<file path="src/rtl/window_generator.sv">
// ----------------------------------------------------------------------------
// window_generator: KxK sliding-window builder over a raster pixel stream.
// Optional feature macro: WINDOW_GEN_STRIDE2_EN (stride-2 window selection).
// Revision: 1.0
// ----------------------------------------------------------------------------
`default_nettype none

module window_generator #(
  parameter int IMG_WIDTH   = 28,
  parameter int IMG_HEIGHT  = 28,
  parameter int DATA_WIDTH  = 8,
  parameter int KERNEL_SIZE = 3
) (
  input  logic                  clk,
  input  logic                  rst_n,
  input  logic [DATA_WIDTH-1:0] pix_in,
  input  logic                  pix_valid,
  output logic                  pix_ready,
  output logic [DATA_WIDTH-1:0] window [0:KERNEL_SIZE-1][0:KERNEL_SIZE-1],
  output logic                  win_valid,
  input  logic                  win_ready,
  output logic                  frame_done
);

  localparam int K  = KERNEL_SIZE;
  localparam int CW = (IMG_WIDTH  > 1) ? $clog2(IMG_WIDTH)  : 1;
  localparam int RW = (IMG_HEIGHT > 1) ? $clog2(IMG_HEIGHT) : 1;
`ifdef WINDOW_GEN_STRIDE2_EN
  localparam int LAST_ROW = (K - 1) + 2 * ((IMG_HEIGHT - K) / 2);
  localparam int LAST_COL = (K - 1) + 2 * ((IMG_WIDTH  - K) / 2);
`else
  localparam int LAST_ROW = IMG_HEIGHT - 1;
  localparam int LAST_COL = IMG_WIDTH  - 1;
`endif

  logic [CW-1:0]         col_q, col_d;
  logic [RW-1:0]         row_q, row_d;
  logic                  win_valid_q, win_valid_d;
  logic                  last_q, last_d;
  logic [DATA_WIDTH-1:0] lb_q  [0:K-2][0:IMG_WIDTH-1];
  logic [DATA_WIDTH-1:0] sw_q  [0:K-1][0:K-1];
  logic [DATA_WIDTH-1:0] sw_d  [0:K-1][0:K-1];
  logic [DATA_WIDTH-1:0] win_q [0:K-1][0:K-1];
  logic                  pix_xfer, win_xfer, in_window, produce;

  assign pix_ready = !win_valid_q || win_ready;
  assign pix_xfer  = pix_valid && pix_ready;
  assign win_xfer  = win_valid_q && win_ready;
  assign in_window = (row_q >= RW'(K - 1)) && (col_q >= CW'(K - 1));

`ifdef WINDOW_GEN_STRIDE2_EN
  // Keep only windows at an even offset from the first full window.
  assign produce = pix_xfer && in_window &&
                   (row_q[0] == 1'((K - 1) % 2)) && (col_q[0] == 1'((K - 1) % 2));
`else
  assign produce = pix_xfer && in_window;
`endif

  always_comb begin
    col_d       = col_q;
    row_d       = row_q;
    win_valid_d = win_valid_q;
    last_d      = last_q;
    sw_d        = sw_q;

    if (pix_xfer) begin
      if (col_q == CW'(IMG_WIDTH - 1)) begin
        col_d = '0;
        row_d = (row_q == RW'(IMG_HEIGHT - 1)) ? '0 : row_q + 1'b1;
      end else begin
        col_d = col_q + 1'b1;
      end
    end

    if (produce) begin
      win_valid_d = 1'b1;
      last_d      = (row_q == RW'(LAST_ROW)) && (col_q == CW'(LAST_COL));
    end else if (win_xfer) begin
      win_valid_d = 1'b0;
      last_d      = 1'b0;
    end

    // Shift left; the new right column is the vertical slice at col_q,
    // oldest line-buffer row on top and the incoming pixel at the bottom.
    for (int i = 0; i < K; i++) begin
      for (int j = 0; j < K - 1; j++) begin
        sw_d[i][j] = sw_q[i][j+1];
      end
    end
    for (int i = 0; i < K - 1; i++) begin
      sw_d[i][K-1] = lb_q[K-2-i][col_q];
    end
    sw_d[K-1][K-1] = pix_in;
  end

  always_ff @(posedge clk) begin
    if (!rst_n) begin
      col_q       <= '0;
      row_q       <= '0;
      win_valid_q <= 1'b0;
      last_q      <= 1'b0;
      for (int i = 0; i < K; i++) begin
        for (int j = 0; j < K; j++) begin
          win_q[i][j] <= '0;
        end
      end
    end else begin
      col_q       <= col_d;
      row_q       <= row_d;
      win_valid_q <= win_valid_d;
      last_q      <= last_d;
      if (produce) begin
        win_q <= sw_d;
      end
    end
  end

  // Data path holds no reset: row restarts at 0, so stale taps never reach a window.
  always_ff @(posedge clk) begin
    if (pix_xfer) begin
      sw_q            <= sw_d;
      lb_q[0][col_q]  <= pix_in;
      for (int k = 1; k < K - 1; k++) begin
        lb_q[k][col_q] <= lb_q[k-1][col_q];
      end
    end
  end

  assign window     = win_q;
  assign win_valid  = win_valid_q;
  assign frame_done = rst_n && win_xfer && last_q;

endmodule

`default_nettype wire

</file>
<file path="config.mk">
export PLATFORM = sky130hd
export DESIGN_NAME = window_generator
export DESIGN_NICKNAME = d
export VERILOG_FILES = /design/src/rtl/window_generator.sv
export SDC_FILE = /design/constraint.sdc
export NUM_CORES = 1
export LEC_CHECK = 0
export ABC_AREA = 1
export CAP_MARGIN = 30
export CORE_MARGIN = 5
export CORE_UTILIZATION = 49
export CTS_BUF_LIST = sky130_fd_sc_hd__clkbuf_16
export DETAILED_ROUTE_END_ITERATION = 6
export PLACE_DENSITY = 0.69
export SETUP_SLACK_MARGIN = 0.5
export SLEW_MARGIN = 40
export SYNTH_ARGS = -nofsm -noshare
export SYNTH_HDL_FRONTEND = slang
export SYNTH_SLANG_ARGS = --single-unit
</file>
<file path="constraint.sdc">
create_clock -name clk -period 3.1 [get_ports clk]
set_input_delay 0.62 -clock clk [delete_from_list [all_inputs] [get_ports clk]]
set_output_delay 0.62 -clock clk [all_outputs]
set_load 0.02 [all_outputs]
</file>
Word-level counts from Yosys, hierarchy flattened

Memory sizes are Yosys's and may differ from the RTL's.
Cells that the tools add are included.
Widths: inputs -> output; s select.

Muxes and demuxes: 15
Bitwise gates (word level): 1
$add $sub $neg: 2
Eq/ne operators: 2
$lt $le $gt $ge: 4
Reductions and logical operators: 12

Operators by type and width:

| operator            | number |
|---|---|
| $mux 224            | 1 |
| $bmux 8 s5          | 2 |
| $demux 8 s5         | 1 |
| $mux 8              | 5 |
| $add 5x1->5 const B | 2 |
| $eq 5x5->1 const B  | 2 |
| $ge 5x2->1 const B  | 2 |
| $mux 5              | 2 |
| $logic_and 1x1->1   | 8 |
| $ge 6x6->1 const B  | 1 |
| $lt 6x1->1 const B  | 1 |
| $not 5->6           | 1 |
| $mux 1              | 4 |
| $reduce_and 2->1    | 1 |
| $reduce_bool 2->1   | 1 |
| $logic_not 1->1     | 1 |
| $logic_or 1x1->1    | 1 |

RAM bits: 448
Memories kept: 1
Input bits: 12
Register bits after elaboration: 132
Word-level logic and storage cells: 56

Memories:

| name | depth | width | read ports | clocked after memory_dff | wr ports | line | source |
|---|---|---|---|---|---|---|---|
| lb_q | 2     | 224   | 2          | 0                        | 2        | 40   | `logic [DATA_WIDTH-1:0] lb_q [0:K-2][0:IMG_WIDTH-1];` |

Logic depth before layout (Yosys ltp)

Depth in word-level cells: 6
Depth in mapped cells: 13
Depth with buffers taken out: 11

Least setup slack after synthesis

Ideal clock, no wire load.

Path type: input-to-reg
Start: in win_ready
End: mem lb_q[0][136] in the netlist's numbering (enable)
Data required time: 2.712 ns
Setup slack: -0.100 ns
Cell stages on the path: 6
Arrival time: 2.812 ns
Path buffers: 0
Setup time: 0.388 ns
Cell sequence: inv_1 > nand2_1 > nand2_1 > clkinv_1 > nand2_1 > nor2_1

RTL lines:

| item            | line | source |
|---|---|---|
| start, declared | 21   | `input logic win_ready,` |
| end, declared   | 40   |  |

Final worst setup path

Start: in win_ready
End: out pix_ready

Cells in the longest elaborated chain, start to end: 1

Ends and longest elaborated chain:

| item             | line | source |
|---|---|---|
| $logic_or 1x1->1 | 46   | `assign pix_ready = !win_valid_q \|\| win_ready;` |
| end, declared    | 18   | `output logic pix_ready,` |

No other way between the ends.

==> summary.txt <==
Timing
  – Final setup vio count: 0
  – Final period util: 80.11%
  – Final setup slack of the worst path: 0.6166 ns
  – Crit path time final: 2.483 ns
  – Worst Max-Slew Pin Slew: 0.6647 ns
  – Max Clk Rate: 402.7 MHz
  – Slew HR: a little under three fifths
  – Total count of max-transition violations in the final report: 0
  – Setup repair after global routing missed its margin: yes
  – Setup clock skew after layout: 0.03051 ns
  – Total negative slack: 0 ns
  – Final Hold Violating Endpoints: 0

Placement
  – Area post-placement: about 25000 um^2
  – Final Wtd Congestion: 0.9369
  – Final HPWL DP: between 30000 and 40000 um
  – Total placed cells including tap cells: 2884
  – Placement-stage worst setup slack: between 0.2 and 0.3 ns
  – Number of port buffers: 86

Worst setup path
  – Classification of the worst setup path: in2out
  – CP Capture Type: primary output
  – Arrival @ worst endpoint: 1.86 ns
  – CP Launch Point: win_ready
  – Buf/Inv on CP: 3
  – Crit path launch type: input pin
  – Slowest stage delay, CP: 0.62 ns
  – Cell at the slowest stage of the critical path: clkdlybuf4s50_1
  – Series of cell instances along the critical path: clkdlybuf4s50_1, inv_1, nand2_1, clkdlybuf4s50_1
  – Most frequent cell on the critical path: clkdlybuf4s50_1
  – Dominant delay contributor by cell family on the critical path: buffers and inverters
  – Beginning of the worst register-to-register path: col_q[0]
  – Required time worst endpoint: roughly 2.5 ns
  – Highest net fanout along the worst path: 3

Power
  – Leakage Power: 10.59 nW
  – Worst IR drop on VDD: ~0.45 mV
  – Pwr per Cell Area: between 600 and 700 nW/um^2

Detailed routing
  – Total routed wire length on the met1 layer: 23500 um
  – Detail-routed via count per cell: about 5.3
  – Average detailed-routed wire length per instance: slightly below 20 um
  – DRT antenna net count: 0
  – DR WL met3: 4276 um
  – Via count: 15732
  – Number of remaining DRC errors: 0
  – Top routing layer in use: met4
  – 1st-pass router iterations: 5
  – Initial DRC Count: about 1700
  – Total wire length after detailed routing: 57570 um
  – Total met2 wirelength after detailed routing: around 28000 um

Clock network
  – Setup repair bufs after CTS: 0
  – Source-to-sink clock delay at the later pin of the worst-skew pair: 0.62 ns
  – Number of clock buffers inserted by TritonCTS: 58
  – Clock tree from TritonCTS: done
  – Depth of the CTS H-tree: 2
  – Max Buffers Root-to-Sink: 3
  – Clock-pin slew reported for the worst setup and hold paths after clock tree synthesis: 0.06 ns
  – Number of sinks handled by clock tree synthesis: 580
  – Hold buffer count at CTS: 0
  – CTS root buf: clkbuf_16

GRT
  – Total congestion overflow after global routing: 0
  – Wire length of the first global-routing pass: 88040 um
  – Maximum number of pins on one net before global-route repair: 103
  – Initial antenna violation count: 1
  – Total track usage: a little over a fifth
  – Number of global-route vias before repair: 15263

Synth
  – Syn_nets: roughly 2200
  – Total standard cell area after synthesis: 23390 um^2
  – Fraction of post-synthesis cell area in the top cell type by area: 63.68%
  – Library cell with the largest summed area after synthesis: edfxtp_1
  – Number of storage elements in the synthesis netlist: 580
  – Mapped Cells: 2207
  – Sequential area share after synthesis: 70.87%
  – Count of different cell masters after synthesis: 29
  – Warnings from Yosys: 0
  – Mean Syn Cell Area: 10.60 um^2
  – Synth area leaders: edfxtp_1 64%, nand2_1 11%, dfxtp_1 7.2%

Flow run
  – Maxcap violations: 0

Final layout
  – Number of nets in the layout: between 2000 and 2500
  – Number of standard cells in the final layout excluding fillers: approximately 3000
  – Area growth from synthesis to layout: 16.35%
  – Ratio of cells with drive above 1 in the final layout: 8.463%
  – Final Cell Area: ~27000 um^2
  – Antenna cell count: 0

Hold path
  – Worst min path class: reg2reg
  – Start point of the worst min-delay path: sw_d[59]

Die
  – Core Box Area: around 47000 um^2
  – Die height: between 200 and 250 um
  – Total Die Area: 52200 um^2
  – IO Pins: 87
  – Die W: 228.5 um
  – Site row count: 80
  – Starting utilization of the core area: 49.30%

Status
  – Outcome: complete, no violations
-- layer usage --
layer / vias up / track usage (%)
li1: 7492 / -
met1: 7542 / 28.83
met2: 596 / 35.47
met3: 102 / 4.012
met4: 0 / 7.374
met5: - / 0
-- cell type report --
| type | count | area [um^2] |
|---|---|---|
| flip-flops and latches | 580 | 16580 |
| fillers | 3870 | 20230 |
| multi-input cells | 1303 | 5537 |
| clock inverters | 47 | 346.6 |
| inverters | 218 | 830.8 |
| repair buffers | 169 | 1694 |
| well taps | 615 | 769.5 |
| clock buffers | 58 | 1451 |
-- report_power, final --
part / internal, mW / switching, mW / total [mW]
sequential: 8.70 / 0.0397 / 8.74
combinational: 0.314 / 0.936 / 1.25
clock: 3.79 / 2.85 / 6.65
-- registers in the layout, summed over array words and instances, names as in the netlist --
name	cells
last_q	1
col_q	5
win_valid	1
window	72
row_q	5
lb_q	448
sw_d	48
-- path summary, 6_finish.rpt --
kind / end / slack [ns] / depth (start not counted)
setup / recovery: pix_ready / 0.62 / 4
hold / removal: sw_d[67] / 0.45 / 0
setup reg to reg: lb_q[0][386] / 0.67 / 10
hold reg to reg: sw_d[67] / 0.45 / 0
-- cells in the mapped netlist (all sizes together) --
cell type and instances:
nand4 3, a211oi 1, a21oi 66, clkbuf 37, o21bai 1, nor2 277, edfxtp 496, buf 69
nand2 666, o21ai 148, dfxtp 84, xor2 2, clkinv 2, nor3 3, inv 216, o21a 16
ha 6, nand3 113, o2111ai 1
-- cells by family (layout without fill, tap and decap cells) --
family | count (synthesis) | count (layout) | synth area share [%]
compound gates | 233 | 233 | 5.195
xor+xnor | 2 | 2 | 0.07491
fa+ha+maj | 6 | 6 | 0.3210
buf+inv | 324 | 492 | 5.713
flops | 580 | 580 | 70.87
simple gates | 1062 | 1062 | 17.82
-- cell usage in the layout, fill, tap and decap left out, types with 6 or more instances in the layout --
master           instances
clkdlybuf4s50_1         85
clkbuf_16               59
nand2_1                664
buf_4                   67
nor2_2                  23
o21ai_0                131
buf_12                  12
a21oi_1                 66
ha_1                     6
inv_1                  223
nor2_1                 251
clkinv_1                13
nand3_1                112
dfxtp_1                 82
edfxtp_1               496
o21a_1                  16
clkinv_2                14
o21ai_1                 17
-- stage by stage --
stage / hold slack [ns] / util (%) / total power, mW
after floorplan: 0.4268 / - / 9.549
after global placement: 0.4316 / 53.47 / 10.11
after detailed placement: 0.4323 / 53.47 / 10.13
after CTS: 0.4466 / 57.25 / 16.73
after global routing: 0.4561 / 57.36 / 17.19
final: 0.4453 / 57.36 / 16.63
-- timing repair --
item,4_1_cts,5_1_grt
setup endpoints to repair,1,189
gates resized for setup,1,5
cloned,0,1
Note: power is estimated with default switching activity, not from simulation.
